===== config.mk =====
export PLATFORM = sky130hd
export DESIGN_NAME = rx_module
export DESIGN_NICKNAME = d
export VERILOG_FILES = /design/src/rtl/rx_module.sv
export SDC_FILE = /design/constraint.sdc
export NUM_CORES = 1
export LEC_CHECK = 0
export CORE_MARGIN = 8
export CORE_UTILIZATION = 57
export DETAILED_ROUTE_END_ITERATION = 6
export DONT_BUFFER_PORTS = 1
export HOLD_SLACK_MARGIN = 0.02
export PLACE_DENSITY_LB_ADDON = 0.12
export REMOVE_ABC_BUFFERS = 1
export SLEW_MARGIN = 10
export SYNTH_ARGS = -nofsm -noshare
export SYNTH_HDL_FRONTEND = slang
export SYNTH_SLANG_ARGS = --single-unit

===== constraint.sdc =====
create_clock -name clk_i -period 1.99 [get_ports clk_i]
set_input_delay 0.2985 -clock clk_i [delete_from_list [all_inputs] [get_ports clk_i]]
set_output_delay 0.2985 -clock clk_i [all_outputs]
set_load 0.05 [all_outputs]

===== src/rtl/rx_module.sv =====
// UART receiver: 16x oversampled, configurable data/stop/parity, registered status outputs.
// Define RX_MAJORITY_VOTE_EN to decide each bit by 2-of-3 vote over samples 7, 8 and 9.
module rx_module #(
    parameter int MAX_UART_DATA_W = 8,
    parameter int STOP_CONF_W     = 2,
    parameter int DATA_CONF_W     = 2,
    parameter int SAMPLE_COUNT_W  = 4,
    parameter int DATA_COUNTER_W  = 3,
    parameter int TOTAL_CONF_W    = STOP_CONF_W + DATA_CONF_W + 1
) (
    input  logic                       clk_i,
    input  logic                       rst_i,
    input  logic                       baud_en_i,
    input  logic                       rx_en_i,
    input  logic [TOTAL_CONF_W-1:0]    rx_conf_i,
    input  logic                       rx_fifo_en_i,
    input  logic                       uart_rx_i,
    output logic [MAX_UART_DATA_W-1:0] rx_data_o,
    output logic                       rx_done_o,
    output logic                       rx_busy_o,
    output logic                       parity_err_o,
    output logic                       frame_err_o,
    output logic                       rx_fifo_push_o
);

    typedef enum logic [2:0] {
        S_RESET  = 3'd0,
        S_IDLE   = 3'd1,
        S_START  = 3'd2,
        S_DATA   = 3'd3,
        S_PARITY = 3'd4,
        S_STOP   = 3'd5,
        S_DONE   = 3'd6
    } state_t;

    localparam logic [SAMPLE_COUNT_W-1:0] LAST_CNT = {SAMPLE_COUNT_W{1'b1}};
`ifdef RX_MAJORITY_VOTE_EN
    localparam logic [SAMPLE_COUNT_W-1:0] DEC_CNT   = SAMPLE_COUNT_W'(9);
    localparam logic [SAMPLE_COUNT_W-1:0] START_CNT = SAMPLE_COUNT_W'(9);
`else
    localparam logic [SAMPLE_COUNT_W-1:0] DEC_CNT   = SAMPLE_COUNT_W'(8);
    localparam logic [SAMPLE_COUNT_W-1:0] START_CNT = SAMPLE_COUNT_W'(7);
`endif

    logic                       sync1_q, sync2_q;
    state_t                     state_q, state_d;
    logic [SAMPLE_COUNT_W-1:0]  sample_cnt_q, sample_cnt_d;
    logic [DATA_COUNTER_W-1:0]  data_cnt_q, data_cnt_d;
    logic [TOTAL_CONF_W-1:0]    conf_q, conf_d;
    logic [MAX_UART_DATA_W-1:0] shift_q, shift_d;
    logic                       par_bit_q, par_bit_d;
    logic                       ferr_acc_q, ferr_acc_d;
    logic [MAX_UART_DATA_W-1:0] rx_data_q, rx_data_d;
    logic                       done_q, done_d;
    logic                       busy_q, busy_d;
    logic                       perr_q, perr_d;
    logic                       ferr_q, ferr_d;
    logic                       push_q, push_d;
`ifdef RX_MAJORITY_VOTE_EN
    logic                       s7_q, s7_d, s8_q, s8_d;
`endif

    logic                       line;
    logic                       bit_val;
    logic [DATA_COUNTER_W-1:0]  last_data_idx;
    logic [DATA_COUNTER_W-1:0]  last_stop_idx;

    assign line          = sync2_q;
    assign last_data_idx = DATA_COUNTER_W'(conf_q[TOTAL_CONF_W-1 -: DATA_CONF_W]) + DATA_COUNTER_W'(4);
    assign last_stop_idx = DATA_COUNTER_W'(conf_q[STOP_CONF_W:1]);

`ifdef RX_MAJORITY_VOTE_EN
    assign bit_val = (s7_q & s8_q) | (s7_q & line) | (s8_q & line);
`else
    assign bit_val = line;
`endif

    always_comb begin
        state_d      = state_q;
        sample_cnt_d = sample_cnt_q;
        data_cnt_d   = data_cnt_q;
        conf_d       = conf_q;
        shift_d      = shift_q;
        par_bit_d    = par_bit_q;
        ferr_acc_d   = ferr_acc_q;
        rx_data_d    = rx_data_q;
        busy_d       = busy_q;
        perr_d       = perr_q;
        ferr_d       = ferr_q;
        done_d       = 1'b0;
        push_d       = 1'b0;
`ifdef RX_MAJORITY_VOTE_EN
        s7_d         = s7_q;
        s8_d         = s8_q;
`endif
        if (baud_en_i) begin
`ifdef RX_MAJORITY_VOTE_EN
            if (sample_cnt_q == SAMPLE_COUNT_W'(7)) s7_d = line;
            if (sample_cnt_q == SAMPLE_COUNT_W'(8)) s8_d = line;
`endif
            if (state_q == S_START || state_q == S_DATA ||
                state_q == S_PARITY || state_q == S_STOP)
                sample_cnt_d = sample_cnt_q + 1'b1;

            case (state_q)
                S_RESET: if (rx_en_i) state_d = S_IDLE;
                S_IDLE: begin
                    if (!line) begin
                        state_d      = S_START;
                        sample_cnt_d = '0;
                        data_cnt_d   = '0;
                        conf_d       = rx_conf_i;
                        shift_d      = '0;
                        ferr_acc_d   = 1'b0;
                        busy_d       = 1'b1;
                    end
                end
                S_START: begin
                    // Line back high mid start bit: glitch, not a character.
                    if (sample_cnt_q == START_CNT && bit_val) begin
                        state_d      = S_IDLE;
                        sample_cnt_d = '0;
                        busy_d       = 1'b0;
                    end else if (sample_cnt_q == LAST_CNT) begin
                        state_d = S_DATA;
                    end
                end
                S_DATA: begin
                    if (sample_cnt_q == DEC_CNT) shift_d[data_cnt_q] = bit_val;
                    if (sample_cnt_q == LAST_CNT) begin
                        if (data_cnt_q == last_data_idx) begin
                            data_cnt_d = '0;
                            state_d    = conf_q[0] ? S_PARITY : S_STOP;
                        end else begin
                            data_cnt_d = data_cnt_q + 1'b1;
                        end
                    end
                end
                S_PARITY: begin
                    if (sample_cnt_q == DEC_CNT) par_bit_d = bit_val;
                    if (sample_cnt_q == LAST_CNT) state_d = S_STOP;
                end
                S_STOP: begin
                    if (sample_cnt_q == DEC_CNT && !bit_val) ferr_acc_d = 1'b1;
                    if (sample_cnt_q == LAST_CNT) begin
                        if (data_cnt_q == last_stop_idx) begin
                            state_d   = S_DONE;
                            rx_data_d = shift_q;
                            perr_d    = conf_q[0] & (par_bit_q ^ (^shift_q));
                            ferr_d    = ferr_acc_q;
                            done_d    = 1'b1;
                            push_d    = rx_fifo_en_i;
                            busy_d    = 1'b0;
                        end else begin
                            data_cnt_d = data_cnt_q + 1'b1;
                        end
                    end
                end
                S_DONE: begin
                    state_d      = rx_en_i ? S_IDLE : S_RESET;
                    sample_cnt_d = '0;
                    data_cnt_d   = '0;
                end
                default: state_d = S_RESET;
            endcase
        end
    end

    always_ff @(posedge clk_i or posedge rst_i) begin
        if (rst_i) begin
            sync1_q      <= 1'b1;
            sync2_q      <= 1'b1;
            state_q      <= S_RESET;
            sample_cnt_q <= '0;
            data_cnt_q   <= '0;
            conf_q       <= '0;
            shift_q      <= '0;
            par_bit_q    <= 1'b0;
            ferr_acc_q   <= 1'b0;
            rx_data_q    <= '0;
            done_q       <= 1'b0;
            busy_q       <= 1'b0;
            perr_q       <= 1'b0;
            ferr_q       <= 1'b0;
            push_q       <= 1'b0;
`ifdef RX_MAJORITY_VOTE_EN
            s7_q         <= 1'b1;
            s8_q         <= 1'b1;
`endif
        end else begin
            sync1_q      <= uart_rx_i;
            sync2_q      <= sync1_q;
            state_q      <= state_d;
            sample_cnt_q <= sample_cnt_d;
            data_cnt_q   <= data_cnt_d;
            conf_q       <= conf_d;
            shift_q      <= shift_d;
            par_bit_q    <= par_bit_d;
            ferr_acc_q   <= ferr_acc_d;
            rx_data_q    <= rx_data_d;
            done_q       <= done_d;
            busy_q       <= busy_d;
            perr_q       <= perr_d;
            ferr_q       <= ferr_d;
            push_q       <= push_d;
`ifdef RX_MAJORITY_VOTE_EN
            s7_q         <= s7_d;
            s8_q         <= s8_d;
`endif
        end
    end

    assign rx_data_o      = rx_data_q;
    assign rx_done_o      = done_q;
    assign rx_busy_o      = busy_q;
    assign parity_err_o   = perr_q;
    assign frame_err_o    = ferr_q;
    assign rx_fifo_push_o = push_q;

endmodule


==> Implementation_results.wiki, run 1 <==
{| class="wikitable"
! Metric !! Value
|-
| Status || completed
|-
| Final nets || 228
|-
| Number of warnings issued by yosys || 0
|-
| Top cell type's share of synthesized area || 42.6%
|-
| Initial Utilization || 60.0%
|-
| Min-delay worst type || input pin to register
|-
| Worst slew margin || 64.0%
|-
| Initial antenna violation count || 0
|-
| First-pass GRT wire length || 8370 µm
|-
| MaxCap Viol Count || 0
|-
| Number of antenna diodes || 0
|-
| Arithmetic-cell share of the synthesized area counting full adders, half adders and majority gates || 1.68%
|-
| DIE HEIGHT || 78.6 µm
|-
| Setup crit end kind || register
|-
| Vias per inst || 6.18
|-
| Post-synthesis cell type with the largest combined area || dfrtp_1
|-
| PortBufs || 0
|-
| Cell Area, Synth || 2230 µm²
|-
| First-pass DRT Iterations || 4
|-
| Fin crit share || 96.2%
|-
| Time the final worst path needs with I/O delays and setup || 1.91 ns
|-
| Antenna violation net count after detailed routing || 0
|-
| Largest net degree at the start of global routing || 29
|-
| Clk pin slew, worst setup/hold paths || 0.09 ns
|-
| Source-to-sink clock delay at the later pin of the worst-skew pair || 0.30 ns
|-
| Estimated wirelength of the detail-placed design || 3630 µm
|-
| Synth cell types || 54
|-
| Share of final-layout standard cells stronger than drive strength 1 || 33.5%
|-
| Critical Path Max Stage Delay || 0.43 ns
|-
| Cts bufs inserted || 5
|-
| Layout Utilization || 69.1%
|-
| Critical Path, Cell by Cell || ha_4 -> and3_2 -> or4_1 -> and4_4 -> nand3_2 -> mux2_4
|-
| Kind of cell adding the most delay to the critical path || simple AND/OR/NAND/NOR gates
|-
| Max stage delay cell, worst path || dfrtp_1
|-
| Overall die width || 78.6 µm
|-
| Number of setup violations in the final report || 0
|-
| Placeable Area || 3720 µm²
|-
| Worst IR drop on VDD || 0.709 mV
|-
| RSZ-0062 raised after global routing || no
|-
| Clock tree from TritonCTS || yes
|-
| Standard-cell row count || 22
|-
| Count of pins over their slew limit || 0
|-
| I/O pin total || 24
|-
| Total Power || 3330 µW
|-
| Placed instance count || 252
|-
| Post-route DRC violation count || 0
|-
| Most used flip-flop cell after synthesis || dfrtp_1
|-
| Share of the synthesized netlist area taken by xor and xnor gates || 6.28%
|-
| Detailed-route via count || 1625
|-
| Startpoint type of the worst setup path || register
|-
| Synth Area in Simple Gates || 13.6%
|-
| Average detailed-routed wire length per instance || 19.0 µm
|-
| Area enclosed by the die boundary || 6170 µm²
|-
| Data required, critical path || 2.18 ns
|-
| Post-layout instance count excluding filler cells || 263
|-
| Syn-to-layout area delta || 15.1%
|-
| Share of the synthesized area in compound gates (AO/OA/AOI/OAI) || 18.5%
|-
| #FFs+latches synth || 40
|-
| Final Skew || 0.00990 ns
|-
| Number of flops mapped to enable cells by yosys || 0
|-
| Overflow after GRT || 0
|-
| Num Clock Sinks || 40
|-
| Tightest Pin Transition || 0.540 ns
|-
| CTS Buffer Depth || 2
|-
| Multiplexer fraction of the synthesized cell area || 9.70%
|-
| Max Fclk || 522 MHz
|-
| Share of synthesized registers carrying an async set or reset || 100%
|-
| Number of H-tree levels || 2
|-
| Dominant combinational cell family by area after synthesis || compound AO/OA/AOI/OAI gates
|-
| Worst path bufs/invs || 0
|-
| Power density over the cells || 1300 nW/µm²
|-
| Sequential-to-total area share from yosys stat || 45.0%
|-
| Final Hold Violating Endpoints || 0
|-
| Number of cells produced by synthesis || 194
|-
| Largest fanout on the critical path || 4
|-
| Final-layout worst hold slack || 0.131 ns
|-
| Leakage power figure || 0.00122 µW
|-
| Final RePlAce weighted congestion || 0.831
|-
| Buffer type at the clock tree root || clkbuf_8
|-
| Total GRT Usage || 16.8%
|-
| Data arrival time at the worst-slack endpoint || 2.10 ns
|-
| CP Class || register to register
|-
| Routed wire length || 5000 µm
|-
| Detailed Route Iter0 Violations || 147
|-
| Vias in the first global route || 1667
|-
| Synthesized area per cell || 11.5 µm²
|-
| Synth area leaders || dfrtp_1, o41ai_2, mux2_4
|}
flip-flops by register name (all words and copies together), names as in the netlist:
register	count
parity_err_o	1
rx_data_o	8
ferr_acc_q	1
rx_busy_o	1
bit_val	1
sample_cnt_q	4
shift_q	8
par_bit_q	1
conf_q	5
data_cnt_q	3
rx_fifo_push_o	1
frame_err_o	1
rx_done_o	1
sync1_q	1
state_q	3
placed cells by master, fill, tap and decap left out, types with 3 or more instances in the layout:
master / n
nor2_1: 6
clkbuf_8: 5
mux2_2: 8
xor2_1: 6
nand3_1: 4
a21oi_1: 4
clkinv_1: 3
mux2_4: 8
o21ai_0: 10
xnor2_1: 9
a31oi_1: 9
dfrtp_1: 38
inv_1: 9
buf_4: 18
o41ai_2: 8
nand3b_1: 3
nand2_1: 12
per-layer routing:
layer | share of wire (%) | track usage [%] | wire length [µm] | vias up
li1 | - | - | - | 744
met1 | 39 | 20.7 | 1950 | 807
met2 | 50 | 27.0 | 2510 | 65
met3 | 9.2 | 5.47 | 461 | 9
met4 | 1.6 | 6.11 | 80 | 0
met5 | 0 | 0 | 0 | -
final timing paths:
kind,startpoint,slack [ns],end,depth (start not counted)
worst max-delay path,sample_cnt_q[0]$_DFFE_PP0P_,0.08,state_q[0]$_DFFE_PP0P_,6
worst min-delay path,rx_fifo_en_i,0.13,rx_fifo_push_o$_DFF_PP0_,1
worst max register to register,sample_cnt_q[0]$_DFFE_PP0P_,0.08,state_q[0]$_DFFE_PP0P_,6
worst min register to register,sync1_q$_DFF_PP1_,0.36,bit_val$_DFF_PP1_,0
max in group asynchronous,rst_i,0.90,bit_val$_DFF_PP1_,3
min in group asynchronous,rst_i,0.48,rx_data_o[5]$_DFFE_PP0P_,2
through the flow:
stage          setup TNS, ns  area [µm²]  setup WS (ns)
2_1_floorplan              0        2160         0.0823
3_3_place_gp               0        2390         0.0427
3_5_place_dp        -0.00198        2390       -0.00198
4_1_cts                    0        2530         0.0390
5_1_grt                    0        2570        0.00792
6_report                   0        2570         0.0761
Yosys cell counts (3+ instances only):
library cell  number
xnor2_1            9
inv_1              9
nand3_1            4
mux2_4             7
buf_2              4
a21oi_1            4
nor2_1             6
mux2_2             8
o21ai_0           10
xor2_1             7
nand2_1           12
nand3b_1           3
dfrtp_1           38
clkinv_1           3
ha_1               3
o41ai_2            8
buf_6              3
a31oi_1            9
where the power goes:
part | leakage (µW) | internal (µW) | switching [µW]
clock network | 0.0000548 | 378 | 308
registers | 0.000531 | 976 | 247
logic | 0.000630 | 615 | 807
total | 0.00122 | 1970 | 1360
final cells by class:
cell class | count | area, µm²
sequential | 40 | 1000
multi-input combinational | 132 | 1150
inverter | 13 | 48.8
fill | 270 | 1150
tap | 48 | 60.1
timing repair buffer | 22 | 195
clock inverter | 3 | 46.3
clock buffer | 5 | 68.8
timing repair:
item	in CTS	in global routing
pin swaps	0	1
hold endpoints to repair	13	0
endpoints found under the setup margin	1	9
buffers inserted	0	1
hold buffers	2	0
resized for setup	2	5
kinds of logic (layout without fill, tap and decap cells):
kind of cell             count (synthesis)  count (layout)
XOR/XNOR                                16              16
adder cells (fa/ha/maj)                  3               3
multiplexers                            17              17
flip-flops                              40              40
AND/OR/NAND/NOR                         48              48
AO/OA/AOI/OAI                           48              48
buffers and inverters                   22              43
(Power assumes the default switching activity.)
==> run 2, diff against run 1 <==
--- a/config.mk
+++ b/config.mk
@@ -5,8 +5,9 @@
 export SDC_FILE = /design/constraint.sdc
 export NUM_CORES = 1
 export LEC_CHECK = 0
-export CORE_MARGIN = 8
-export CORE_UTILIZATION = 57
+export CORE_MARGIN = 5
+export CORE_UTILIZATION = 59
+export CTS_BUF_LIST = sky130_fd_sc_hd__clkbuf_8
 export DETAILED_ROUTE_END_ITERATION = 6
 export DONT_BUFFER_PORTS = 1
 export HOLD_SLACK_MARGIN = 0.02
==> Implementation_results.wiki, run 2 (synthesis results as in run 1) <==
{| class="wikitable"
! Metric !! Value
|-
| Vias per inst || 6.09 (-1.4%)
|-
| GR Layer Usage met2 || 30.3% (+3.3 points)
|-
| Met3 capacity usage during global routing || 6.03% (+0.56 points)
|-
| Vias in the first global route || 1621 (-2.8%)
|-
| Commonest non-fill, non-tap cell in the layout || dfrtp_1
|-
| Share of final-layout standard cells stronger than drive strength 1 || 31.8% (-1.7 points)
|-
| First-pass GRT wire length || 7840 µm (-6.3%)
|-
| Num Clock Sinks || 40 (unchanged)
|-
| Buffer type at the clock tree root || clkbuf_8
|-
| MaxCap Viol Count || 0 (unchanged)
|-
| Tightest Pin Transition || 0.504 ns (-0.0357 ns)
|-
| Number of antenna diodes || 0 (unchanged)
|-
| Overall die width || 71.5 µm (-9.0%)
|-
| Status || completed
|-
| Data arrival time at the worst-slack endpoint || 2.11 ns (about the same)
|-
| Kind of cell adding the most delay to the critical path || simple AND/OR/NAND/NOR gates
|-
| Antenna violation net count after detailed routing || 0 (unchanged)
|-
| Time the final worst path needs with I/O delays and setup || 1.93 ns (+0.0168 ns)
|-
| Standard cell area after detailed placement || 2350 µm² (-1.5%)
|-
| Most frequent cells in the layout || dfrtp_1, buf_4, nand2_1
|-
| Post-route DRC violation count || 0 (unchanged)
|-
| Power density over the cells || 1290 nW/µm² (-0.27%)
|-
| First-pass DRT Iterations || 4 (unchanged)
|-
| Overflow after GRT || 0 (unchanged)
|-
| CTS Buffer Depth || 2 (unchanged)
|-
| Total GRT Usage || 19.7% (+2.9 points)
|-
| Max stage delay cell, worst path || dfrtp_2
|-
| PortBufs || 0 (unchanged)
|-
| Final nets || 224 (-1.8%)
|-
| Leakage power figure || 0.00119 µW (-1.8%)
|-
| Critical Path, Cell by Cell || ha_4 -> and3_2 -> or4_1 -> and4_4 -> nand3_2 -> mux2_4
|-
| Number of H-tree levels || 2 (unchanged)
|-
| I/O pin total || 24 (unchanged)
|-
| Largest fanout on the critical path || 4 (unchanged)
|-
| Syn-to-layout area delta || 12.9%
|-
| Worst slew margin || 66.4% (+2.4 points)
|-
| Estimated wirelength of the detail-placed design || 3380 µm (-7.0%)
|-
| Detailed Route Iter0 Violations || 87 (-41%)
|-
| Worst path bufs/invs || 0 (unchanged)
|-
| DIE HEIGHT || 71.5 µm (-9.0%)
|-
| Sum Neg Setup Slack || 0 ns (unchanged)
|-
| Setup crit end kind || register
|-
| Layout Utilization || 68.8% (-0.33 points)
|-
| Critical Path Max Stage Delay || 0.44 ns (about the same)
|-
| Initial antenna violation count || 0 (unchanged)
|-
| Cts bufs inserted || 5 (unchanged)
|-
| Final Skew || 0.00963 ns (-0.000274 ns)
|-
| Fin crit share || 97.0% (+0.84 points)
|-
| Max Fclk || 518 MHz (-0.87%)
|-
| CP Class || register to register
|-
| Count of pins over their slew limit || 0 (unchanged)
|-
| Design area || 2520 µm² (-1.9%)
|-
| Met1 track demand over resource || 26.1% (+5.4 points)
|-
| Number of setup violations in the final report || 0 (unchanged)
|-
| Min-delay worst type || input pin to register
|-
| Clk pin slew, worst setup/hold paths || 0.07 ns (-0.02 ns)
|-
| Initial Utilization || 60.9% (+0.90 points)
|-
| Placeable Area || 3660 µm² (-1.5%)
|-
| Average detailed-routed wire length per instance || 17.6 µm (-7.4%)
|-
| Data required, critical path || 2.17 ns (about the same)
|-
| Routing layer with the top usage in global route || met2
|-
| Clock tree from TritonCTS || yes
|-
| Source-to-sink clock delay at the later pin of the worst-skew pair || 0.30 ns (about the same)
|-
| Final RePlAce weighted congestion || 0.861 (+3.6%)
|-
| Routed wire length || 4570 µm (-8.8%)
|-
| Startpoint type of the worst setup path || register
|-
| Detailed-route via count || 1578 (-2.9%)
|-
| Area enclosed by the die boundary || 5110 µm² (-17%)
|-
| Worst IR drop on VDD || 0.778 mV (+9.8%)
|-
| RSZ-0062 raised after global routing || no
|-
| Standard-cell row count || 22 (unchanged)
|-
| Final Hold Violating Endpoints || 0 (unchanged)
|-
| Largest net degree at the start of global routing || 41 (+41%)
|}
-- run 2: metal layers --
layer  wire length (µm)  up-vias
met5                  0        -
met4                 78        0
met3                315        8
met2               2120       49
met1               2060      776
li1                   -      745
-- run 2: path summary, 6_finish.rpt --
path                                                to  slack [ns]  cells after the start                         from
setup / recovery                state_q[0]$_DFFE_PP0P_        0.06                      6  sample_cnt_q[1]$_DFFE_PP0P_
hold / removal                rx_fifo_push_o$_DFF_PP0_        0.13                      1                 rx_fifo_en_i
setup reg to reg                state_q[0]$_DFFE_PP0P_        0.06                      6  sample_cnt_q[1]$_DFFE_PP0P_
hold reg to reg                      bit_val$_DFF_PP1_        0.36                      0            sync1_q$_DFF_PP1_
max in group asynchronous  sample_cnt_q[1]$_DFFE_PP0P_        1.05                      3                        rst_i
min in group asynchronous     rx_data_o[7]$_DFFE_PP0P_        0.56                      3                        rst_i
-- run 2: worst register-to-register path, stage by stage, from the launching register on --
cell and delay [ns]:
dfrtp_2 0.44, ha_4 0.18, and3_2 0.22, or4_1 0.39, and4_4 0.20, nand3_2 0.09
mux2_4 0.30
-- run 2: power by group --
part | switching (µW) | leakage (µW) | internal, µW
clock | 280 | 0.0000614 | 410
sequential | 247 | 0.000529 | 978
combinational | 765 | 0.000602 | 577
total | 1290 | 0.00119 | 1960
-- run 2: area by class of cell --
type	count	area, µm²
Inverter	13	48.8
Fill cell	266	1140
Tap cell	48	60.1
Clock inverter	2	38.8
Sequential cell	40	1000
Clock buffer	6	82.6
Timing Repair Buffer	18	153
Multi-Input combinational cell	132	1130
-- run 2: what timing repair did --
action	in CTS	in global routing
hold buffers	2	0
endpoints found under the setup margin	1	9
endpoints found under the hold margin	14	0
buffers inserted	0	0
resized for setup	1	4
pin swaps	0	1
cloned	0	0
-- run 2: per-stage QoR --
stage | hold slack (ns) | setup slack (ns) | total power (µW) | instances
after floorplan | 0.303 | 0.0823 | 2070 | 185
after global routing | 0.122 | 0.0285 | 3480 | 259
after CTS | 0.120 | 0.0352 | 3240 | 259
final | 0.130 | 0.0593 | 3260 | 259
after global placement | 0.303 | 0.0303 | 2490 | 249
after detailed placement | 0.303 | -0.00638 | 2530 | 249
==> run 3, diff against run 2 <==
--- a/config.mk
+++ b/config.mk
@@ -5,7 +5,6 @@
 export SDC_FILE = /design/constraint.sdc
 export NUM_CORES = 1
 export LEC_CHECK = 0
-export CORE_MARGIN = 5
 export CORE_UTILIZATION = 59
 export CTS_BUF_LIST = sky130_fd_sc_hd__clkbuf_8
 export DETAILED_ROUTE_END_ITERATION = 6
==> Implementation_results.wiki, run 3 (synthesis results as in run 1) <==
{| class="wikitable"
! Metric !! Value
|-
| Launch instance of the worst register-to-register path || sample_cnt_q[1]$_DFFE_PP0P_
|-
| Internal Pwr Total || 2150 µW (+9.5%)
|-
| Total GRT Usage || 25.5% (+5.8 points)
|-
| Area enclosed by the die boundary || 4030 µm² (-21%)
|-
| Overflow after GRT || 0 (unchanged)
|-
| DIE HEIGHT || 63.5 µm (-11%)
|-
| Initial Utilization || 64.3% (+3.4 points)
|-
| Average detailed-routed wire length per instance || 18.0 µm (+2.4%)
|-
| Cell count of the worst reg-to-reg path || 6 (unchanged)
|-
| Initial antenna violation count || 0 (unchanged)
|-
| Net Sw Frac || 37.7% (-2.0 points)
|-
| RSZ-0062 raised after global routing || yes
|-
| Post-route DRC violation count || 0 (unchanged)
|-
| Setup slack on the worst flop-to-flop path || 0.05 ns (about the same)
|-
| End point of the critical path || state_q[0]$_DFFE_PP0P_
|-
| I/O pin total || 24 (unchanged)
|-
| Syn-to-layout area delta || 14.6%
|-
| Buffer type at the clock tree root || clkbuf_8
|-
| Share of total power in the clock network || 26.5% (+5.3 points)
|-
| Switching power of the nets || 1300 µW (+0.66%)
|-
| Startpoint type of the worst setup path || register
|-
| Post-layout instance count excluding filler cells || 256 (-1.2%)
|-
| Number of antenna diodes || 0 (unchanged)
|-
| Clk pin slew, worst setup/hold paths || 0.08 ns (about the same)
|-
| Total Power || 3450 µW (+6.0%)
|-
| Routed wire length || 4620 µm (+1.2%)
|-
| First-pass DRT Iterations || 4 (unchanged)
|-
| CP Class || register to register
|-
| Most frequent cells in the layout || dfrtp_1, buf_4, nand2_1
|-
| Cts bufs inserted || 5 (unchanged)
|-
| Source-to-sink clock delay at the later pin of the worst-skew pair || 0.30 ns (about the same)
|-
| Time the final worst path needs with I/O delays and setup || 1.94 ns (+0.00980 ns)
|-
| Tightest Pin Transition || 0.662 ns (+0.158 ns)
|-
| Worst path bufs/invs || 0 (unchanged)
|-
| Standard-cell row count || 21 (-4.5%)
|-
| Clock tree from TritonCTS || yes
|-
| Power density over the cells || 1350 nW/µm² (+4.4%)
|-
| Antenna violation net count after detailed routing || 0 (unchanged)
|-
| Sum Neg Setup Slack || 0 ns (unchanged)
|-
| CTS Buffer Depth || 2 (unchanged)
|-
| Share of final-layout standard cells stronger than drive strength 1 || 30.5% (-1.3 points)
|-
| Vias in the first global route || 1553 (-4.2%)
|-
| Worst r2r dst || state_q[0]$_DFFE_PP0P_
|-
| Num Clock Sinks || 40 (unchanged)
|-
| Combinational fraction of design power || 38.1% (-3.1 points)
|-
| Detailed-route via count || 1588 (+0.63%)
|-
| Sequential group share of total power || 35.4% (-2.2 points)
|-
| Beginning of the critical path || sample_cnt_q[1]$_DFFE_PP0P_
|-
| Data required, critical path || 2.16 ns (about the same)
|-
| Min-delay worst type || input pin to register
|-
| Worst IR drop on VDD || 0.933 mV (+20%)
|-
| Largest fanout on the critical path || 4 (unchanged)
|-
| Final Skew || 0.00787 ns (-0.00176 ns)
|-
| Fin crit share || 97.5% (+0.49 points)
|-
| Critical Path, Cell by Cell || ha_2 -> and3_2 -> or4_1 -> and4_4 -> nand3_2 -> mux2_1
|-
| Data arrival time at the worst-slack endpoint || 2.11 ns (about the same)
|-
| Leakage power figure || 0.00121 µW (+1.2%)
|-
| Vias per inst || 6.20 (+1.8%)
|-
| Commonest non-fill, non-tap cell in the layout || dfrtp_1
|-
| Final RePlAce weighted congestion || 0.882 (+2.5%)
|-
| Placed instance count || 246 (-1.2%)
|-
| Worst slew margin || 55.8% (-11 points)
|-
| Number of setup violations in the final report || 0 (unchanged)
|-
| Status || completed
|-
| Max stage delay cell, worst path || dfrtp_1
|-
| Largest net degree at the start of global routing || 25 (-39%)
|-
| Setup crit end kind || register
|-
| Overall die width || 63.5 µm (-11%)
|-
| Final Hold Violating Endpoints || 0 (unchanged)
|-
| First-pass GRT wire length || 7740 µm (-1.2%)
|-
| Critical Path Max Stage Delay || 0.39 ns (-0.05 ns)
|-
| Worst Hold Depth || 1 (unchanged)
|-
| Area used by multi-input combinational logic || 1130 µm² (unchanged)
|-
| Max Fclk || 515 MHz (-0.51%)
|-
| Fillers || 260 (-2.3%)
|-
| Placeable Area || 3470 µm² (-5.3%)
|-
| Estimated wirelength of the detail-placed design || 3390 µm (+0.49%)
|-
| MaxCap Viol Count || 0 (unchanged)
|-
| Kind of cell adding the most delay to the critical path || simple AND/OR/NAND/NOR gates
|-
| Final nets || 223 (-0.45%)
|-
| Count of pins over their slew limit || 0 (unchanged)
|-
| Instance count on the critical path || 6 (unchanged)
|-
| Setup bufs post-CTS || 0 (unchanged)
|-
| Combined flip-flop and latch cell area || 1000 µm² (-0.12%)
|-
| PortBufs || 0 (unchanged)
|-
| Detailed Route Iter0 Violations || 67 (-23%)
|-
| Number of H-tree levels || 2 (unchanged)
|}
run 3: power by group through the flow:
stage | combinational (µW) | clock (µW) | sequential [µW]
global route | 1450 | 957 | 1250
floorplan | 800 | 0 | 1270
detailed placement | 1280 | 0 | 1230
CTS | 1300 | 926 | 1210
global placement | 1240 | 0 | 1230
finish | 1320 | 914 | 1220
run 3: timing repair:
action | CTS | global route
hold buffers | 2 | 0
pin swaps | 0 | 1
endpoints found under the setup margin | 7 | 10
endpoints found under the hold margin | 15 | 0
gates resized for setup | 2 | 2
run 3: through the flow:
stage	instance area [µm²]	setup slack [ns]	utilization [%]	hold WS [ns]
4_1_cts	2540	0.0322	73.3	0.147
3_3_place_gp	2360	0.0449	68.0	0.300
3_5_place_dp	2360	-0.0116	68.0	0.303
2_1_floorplan	2160	0.0823	-	0.303
6_report	2560	0.0495	73.7	0.147
5_1_grt	2560	-0.0143	73.7	0.146
run 3: layer usage:
metal  vias to the layer above  share of wire [%]  track usage [%]  routed length [µm]
met5                         -                  0                0                   0
met4                         0                1.8             9.38                  82
met3                        10                4.9             5.98                 227
met2                        56                 50             41.9                2300
met1                       778                 43             32.5                2010
li1                        744                  -                -                   -
run 3: how the worst min path moves through the flow:
stage	to	slack [ns]	start
finish	rx_fifo_push_o$_DFF_PP0_	0.15	rx_fifo_en_i
global route	conf_q[1]$_DFFE_PP0P_	0.15	rx_conf_i[1]
CTS	rx_fifo_push_o$_DFF_PP0_	0.15	rx_fifo_en_i
detailed placement	sync1_q$_DFF_PP1_	0.30	uart_rx_i
global placement	rx_fifo_push_o$_DFF_PP0_	0.30	rst_i
floorplan	sync1_q$_DFF_PP1_	0.30	uart_rx_i
run 3: layout make-up:
class,instances,share of cell area [%]
clock inverter,3,3.52
tap,46,2.25
sequential,40,39.2
inverter,13,1.91
multi-input combinational,132,44.2
timing repair buffer,17,6.16
clock buffer,5,2.69
